File: config.mk
export PLATFORM = sky130hd
export DESIGN_NAME = anfsqrt_square_recon
export DESIGN_NICKNAME = d
export VERILOG_FILES = /design/src/rtl/anfsqrt_square_recon.sv
export SDC_FILE = /design/constraint.sdc
export NUM_CORES = 1
export LEC_CHECK = 0
export BUFFER_PORTS_ARGS = -buffer_cell sky130_fd_sc_hd__buf_2
export CAP_MARGIN = 15
export CORE_ASPECT_RATIO = 1.5
export CORE_MARGIN = 4
export CORE_UTILIZATION = 56
export DETAILED_ROUTE_END_ITERATION = 12
export GPL_ROUTABILITY_DRIVEN = 0
export GPL_TIMING_DRIVEN = 0
export PLACE_DENSITY_LB_ADDON = 0.12
export SKIP_LAST_GASP = 1
export SLEW_MARGIN = 10
export SYNTH_ARGS = -nofsm -noshare
export SYNTH_HDL_FRONTEND = slang
export SYNTH_SLANG_ARGS = --single-unit
File: constraint.sdc
create_clock -name clk -period 5.1 [get_ports clk]
set_input_delay 0.255 -clock clk [delete_from_list [all_inputs] [get_ports clk]]
set_output_delay 0.255 -clock clk [all_outputs]
set_load 0.01 [all_outputs]
File: src/rtl/anfsqrt_square_recon.sv
// anfsqrt_square_recon: rebuilds a radicand from a root (and, optionally, a
// remainder) by squaring the root with a radix-4 shift-add loop, two root
// bits per clock. ITERS = (IN_W+1)/2 busy cycles per operation.
// Optional feature macro: ANFSQ_ADD_REM_EN adds the rem port and seeds the
// accumulator with it, so square = root*root + rem.
module anfsqrt_square_recon #(
  parameter int IN_W = 11
) (
  input  logic              clk,
  input  logic              rst,
  input  logic              start,
  input  logic [IN_W-1:0]   root,
`ifdef ANFSQ_ADD_REM_EN
  input  logic [IN_W:0]     rem,
`endif
  output logic              busy,
  output logic              done,
  output logic [2*IN_W-1:0] square
);

  localparam int OUT_W = 2 * IN_W;
  localparam int ITERS = (IN_W + 1) / 2;
  localparam int CNT_W = (ITERS > 1) ? $clog2(ITERS + 1) : 1;

  typedef enum logic [1:0] {
    IDLE = 2'd0,
    BUSY = 2'd1,
    DONE = 2'd2
  } state_t;

  state_t             state_q, state_d;
  logic [OUT_W-1:0]   acc_q, acc_d;
  logic [OUT_W-1:0]   mcand_q, mcand_d;
  logic [IN_W-1:0]    mult_q, mult_d;
  logic [CNT_W-1:0]   cnt_q, cnt_d;
  logic [OUT_W-1:0]   square_q, square_d;
  logic [OUT_W-1:0]   acc_seed;
  logic [OUT_W-1:0]   acc_next;
  logic               last_iter;

  // One radix-4 step: add the multiplicand once and/or twice depending on
  // the two lowest multiplier bits. Sums wrap at OUT_W bits.
  function automatic logic [OUT_W-1:0] acc_step(input logic [OUT_W-1:0] acc,
                                                input logic [OUT_W-1:0] mcand,
                                                input logic [1:0]       mbits);
    logic [OUT_W-1:0] p0;
    logic [OUT_W-1:0] p1;
    p0 = mbits[0] ? mcand : '0;
    p1 = mbits[1] ? {mcand[OUT_W-2:0], 1'b0} : '0;
    return acc + p0 + p1;
  endfunction

`ifdef ANFSQ_ADD_REM_EN
  assign acc_seed = OUT_W'(rem);
`else
  assign acc_seed = '0;
`endif

  assign acc_next  = acc_step(acc_q, mcand_q, mult_q[1:0]);
  assign last_iter = (cnt_q == CNT_W'(ITERS - 1));

  // Next-state logic: accept in IDLE/DONE, iterate in BUSY, publish on the last step.
  always_comb begin
    state_d  = state_q;
    acc_d    = acc_q;
    mcand_d  = mcand_q;
    mult_d   = mult_q;
    cnt_d    = cnt_q;
    square_d = square_q;
    case (state_q)
      IDLE, DONE: begin
        if (start) begin
          state_d = BUSY;
          acc_d   = acc_seed;
          mcand_d = {{IN_W{1'b0}}, root};
          mult_d  = root;
          cnt_d   = '0;
        end else begin
          state_d = IDLE;
        end
      end
      BUSY: begin
        acc_d   = acc_next;
        mcand_d = {mcand_q[OUT_W-3:0], 2'b00};
        mult_d  = mult_q >> 2;
        cnt_d   = cnt_q + 1'b1;
        if (last_iter) begin
          square_d = acc_next;
          state_d  = DONE;
        end
      end
      default: state_d = IDLE;
    endcase
  end

  // State and datapath registers; reset aborts any operation in flight.
  always_ff @(posedge clk or posedge rst) begin
    if (rst) begin
      state_q  <= IDLE;
      acc_q    <= '0;
      mcand_q  <= '0;
      mult_q   <= '0;
      cnt_q    <= '0;
      square_q <= '0;
    end else begin
      state_q  <= state_d;
      acc_q    <= acc_d;
      mcand_q  <= mcand_d;
      mult_q   <= mult_d;
      cnt_q    <= cnt_d;
      square_q <= square_d;
    end
  end

  assign busy   = (state_q == BUSY);
  assign done   = (state_q == DONE);
  assign square = square_q;

endmodule
==> results summary <==
The flow ran to the end, and the final reports show no timing, DRC or antenna violations. The post-synthesis register bit count is 82. The per-instance average area after synthesis came out at 10.40 sq um.

The tightest min-delay check is of the in2reg type. The wire length of the first global-routing pass is 19.26 mm. The detailed router placed 3596 vias in this run. In this run switching power makes up 46.51% of total power. After detailed routing, the number of vias per cell comes to 5.791. In the post-synthesis netlist, the cell with the most instances is dfrtp_1. Derived from the worst setup path, the maximum achievable clock frequency is 0.2583 GHz. The post-synthesis net count is 517. The count of nets left with antenna violations after detail routing is 0. TritonCTS built the clock tree. The data arrival time at the worst-slack endpoint is 4.08 ns. The share of cells above drive strength 1 came out at 15.56%.

The internal power is 0.002190 W. The number of diodes added for antenna fixing is 0. The core region is 8362 sq um. For this run, the detailed router's first-pass iteration total came to 6. The H-tree generated during clock tree synthesis spans 3 levels.

In the routed design, unresolved DRC markers number 0. Counting flops with an async set or reset pin after synthesis yields a share of 100.0%. STA classifies the critical path startpoint as a flop. For this design the static power due to leakage is 2.663 nW.

Counting along the longest clock path gives a buffer depth of 2. The clock period could shrink to 3.871 ns. Summing every instance area after synthesis gives 4775 sq um.

The routed wirelength normalized by instance count is 18.60 um. Setup violations remaining at the end of the flow were counted as 0. Across all register-to-register paths, the minimum setup slack is 1.23 ns.

The pin count of the biggest net entering global routing is 57. The number of cells on the worst reg-to-reg path is 12. The row count is 41.

The count of input and output buffers came out at 37. The DRC marker count from the first detailed-route iteration came out at 203. The slew of the pin with the lowest slew margin is 0.5524 ns.

The initial standard-cell utilization of the core came out at 57.10%. Counting distinct cell types in the post-synthesis netlist gives 51. The final hold violation count is 0. The share of total power in sequential cells came out at 28.9%.

The root buffer cell chosen for the clock tree is clkbuf_16. Across the VDD grid, the largest voltage drop is 0.4256 mV. Of the available clock period, the critical path in the final layout requires 75.90%. Counting instances in the post-synthesis netlist gives the leading cell types as dfrtp_1, nand2_1, and2_1.

The setup TNS is 0 ns. STA classifies the critical path endpoint as a flop. The number of global-route vias before repair came out at 3784.

The critical path in this run is classified as reg2reg. The clock latency on the worst-skew pair is 0.34 ns. The cell type with the largest total area after synthesis is dfrtp_1. For hold timing, the worst endpoint is mcand_q[1]$_DFFE_PP0P_. The total of warnings raised by yosys is 0. The startpoint identified for the worst hold timing path is root[1].

Of the synthesized area, sequential elements account for 42.98%. For the worst setup path, the data required time is 5.31 ns. After synthesis, the cell types taking the most area are dfrtp_1, fa_1, and2_1. The cell count after synthesis is 459. The tightest slew margin relative to the limit came out at 63.17%. The post-detailed-routing wire length came out at 11.55 mm. The number of max-cap violations is 0. The overall power consumption is 0.004094 W.

For this run, the post-layout net count is 567. The fraction of post-synthesis cell area in the top cell type by area came out at 42.98%. Setup repair after global routing left no endpoint under its margin. The number of cells on the worst hold path is 2. In the synthesized netlist the dominant register cell turns out to be dfrtp_1. From left edge to right edge, the die measures 83.39 um. The total setup buffers inserted after CTS came out at 0. The overall fraction of global-route tracks in use is 24.68%.

The final global-route overflow total came out at 0. The maximum fanout along the worst path is 10. The initial antenna violation count came out at 0. The die boundary height is 121.1 um. In this run the critical register-to-register path is launched from mult_q[0]$_DFFE_PP0P_.

The endpoint identified for the worst register-to-register timing path is acc_q[19]$_DFFE_PP0P_. The layout overhead on the synthesized area came out at 13.29%. The clock-pin slew on the worst setup and hold paths came out at 0.07 ns. The portion of total power attributed to the clock network is 14.9%. The number of pins with negative max-slew slack in the final report is 0.

TritonCTS created 9 clock buffers. Clock skew on the completed layout was measured at 0.01014 ns. Of the total power, combinational logic draws 56.2%.

Summed over all nets, the switching power comes to 0.001904 W. 38 I/O pins were placed. Once detailed placement completed, the half-perimeter wirelength came to 8.737 mm. The cell area power density is 757.0 nW/um^2. Clock tree synthesis found a total of 82 sinks. The number of synthesized flops with an enable pin came out at 0. The area of the die is 10100 sq um.
-- power groups by stage --
| stage | Clock [W] | Sequential [W] | Combinational [W] |
|---|---|---|---|
| floorplan | 0 | 0.00115 | 0.00165 |
| finish | 0.000610 | 0.00118 | 0.00230 |
| CTS | 0.000623 | 0.00119 | 0.00231 |
| detailed placement | 0 | 0.00120 | 0.00228 |
| global route | 0.000650 | 0.00122 | 0.00256 |
| global placement | 0 | 0.00119 | 0.00222 |
-- metrics by stage --
| step | util [%] | setup slack (ns) | hold WS (ns) | instance area [sq um] | std cells |
|---|---|---|---|---|---|
| floorplan | - | 2.028 | 0.3902 | 4775 | 459 |
| global placement | 60.92 | 1.229 | 0.4569 | 5094 | 603 |
| detailed placement | 61.27 | 1.202 | 0.2651 | 5124 | 604 |
| CTS | 64.69 | 1.177 | 0.1482 | 5409 | 621 |
| global route | 64.69 | 0.9657 | 0.1633 | 5409 | 621 |
| finish | 64.69 | 1.229 | 0.1510 | 5409 | 621 |
-- flip-flops by register name, summed over array words and instances (netlist names) --
name	count
mcand_q	22
mult_q	11
cnt_q	3
acc_q	22
state_q	2
square	22
-- layout make-up --
type	count	area, sq um
fillers	712	2953
multi-input cells	342	2580
flip-flops and latches	82	2052
clock buffers	9	225.2
repair buffers	39	222.7
well taps	107	133.9
plain buffers	25	105.1
clock inverters	7	50.05
inverters	10	40.04
-- how the worst max path moves through the flow --
stage | endpoint | cells past startpoint | slack (ns) | from
after detailed placement | acc_q[19]$_DFFE_PP0P_ | 12 | 1.20 | mult_q[0]$_DFFE_PP0P_
after global routing | acc_q[19]$_DFFE_PP0P_ | 12 | 0.97 | mult_q[0]$_DFFE_PP0P_
final | acc_q[19]$_DFFE_PP0P_ | 12 | 1.23 | mult_q[0]$_DFFE_PP0P_
after CTS | acc_q[19]$_DFFE_PP0P_ | 12 | 1.18 | mult_q[0]$_DFFE_PP0P_
after global placement | acc_q[19]$_DFFE_PP0P_ | 12 | 1.23 | mult_q[0]$_DFFE_PP0P_
after floorplan | acc_q[19]$_DFFE_PP0P_ | 12 | 2.03 | mult_q[0]$_DFFE_PP0P_
-- cell usage in the layout (no fill, tap or decap), drive strengths merged, types with 12 or more instances in the layout --
cell type and n:
xor2 12, ha 23, clkbuf 27, inv 12, o21ai 37, and2 46, a22o 23, dfrtp 82
a21oi 13, a221o 14, nand2 71, fa 21, buf 45
-- worst max-delay path, cell delays in order (launching register included) --
cell and delay [ns]:
dfrtp_1 0.42, clkbuf_1 0.35, nand2_1 0.14, fa_1 0.53, inv_1 0.04, ha_1 0.23, fa_1 0.43, a211oi_1 0.34
o211ai_1 0.21, a41oi_1 0.44, o211ai_2 0.15, xnor2_1 0.32, o21ai_0 0.15
-- metal layers --
metal	GRT usage, %	wire length [um]	up-vias
met5	0	0	-
met4	13.19	511	0
met3	3.601	337	26
met2	42.07	5950	65
met1	30.24	4753	1782
li1	-	-	1723
-- kinds of logic (layout without fill, tap and decap cells) --
| family | Yosys count | count (layout) | synth area share, % |
|---|---|---|---|
| AOI/OAI and AO/OA | 127 | 127 | 19.89 |
| xor gates and xnor gates | 22 | 22 | 4.036 |
| adders and majority gates | 44 | 44 | 14.83 |
| buffers and inverters | 35 | 90 | 2.987 |
| DFF | 82 | 82 | 42.98 |
| muxes | 2 | 2 | 0.4717 |
| and+or+nand+nor | 147 | 147 | 14.81 |
-- timing repair --
item / CTS / global route
hold buffers: 1 / 0
endpoints found under the hold margin: 26 / 0
resized for setup: 0 / 0
endpoints found under the setup margin: 0 / 0
No activity file was read; power rests on OpenSTA's default activity.
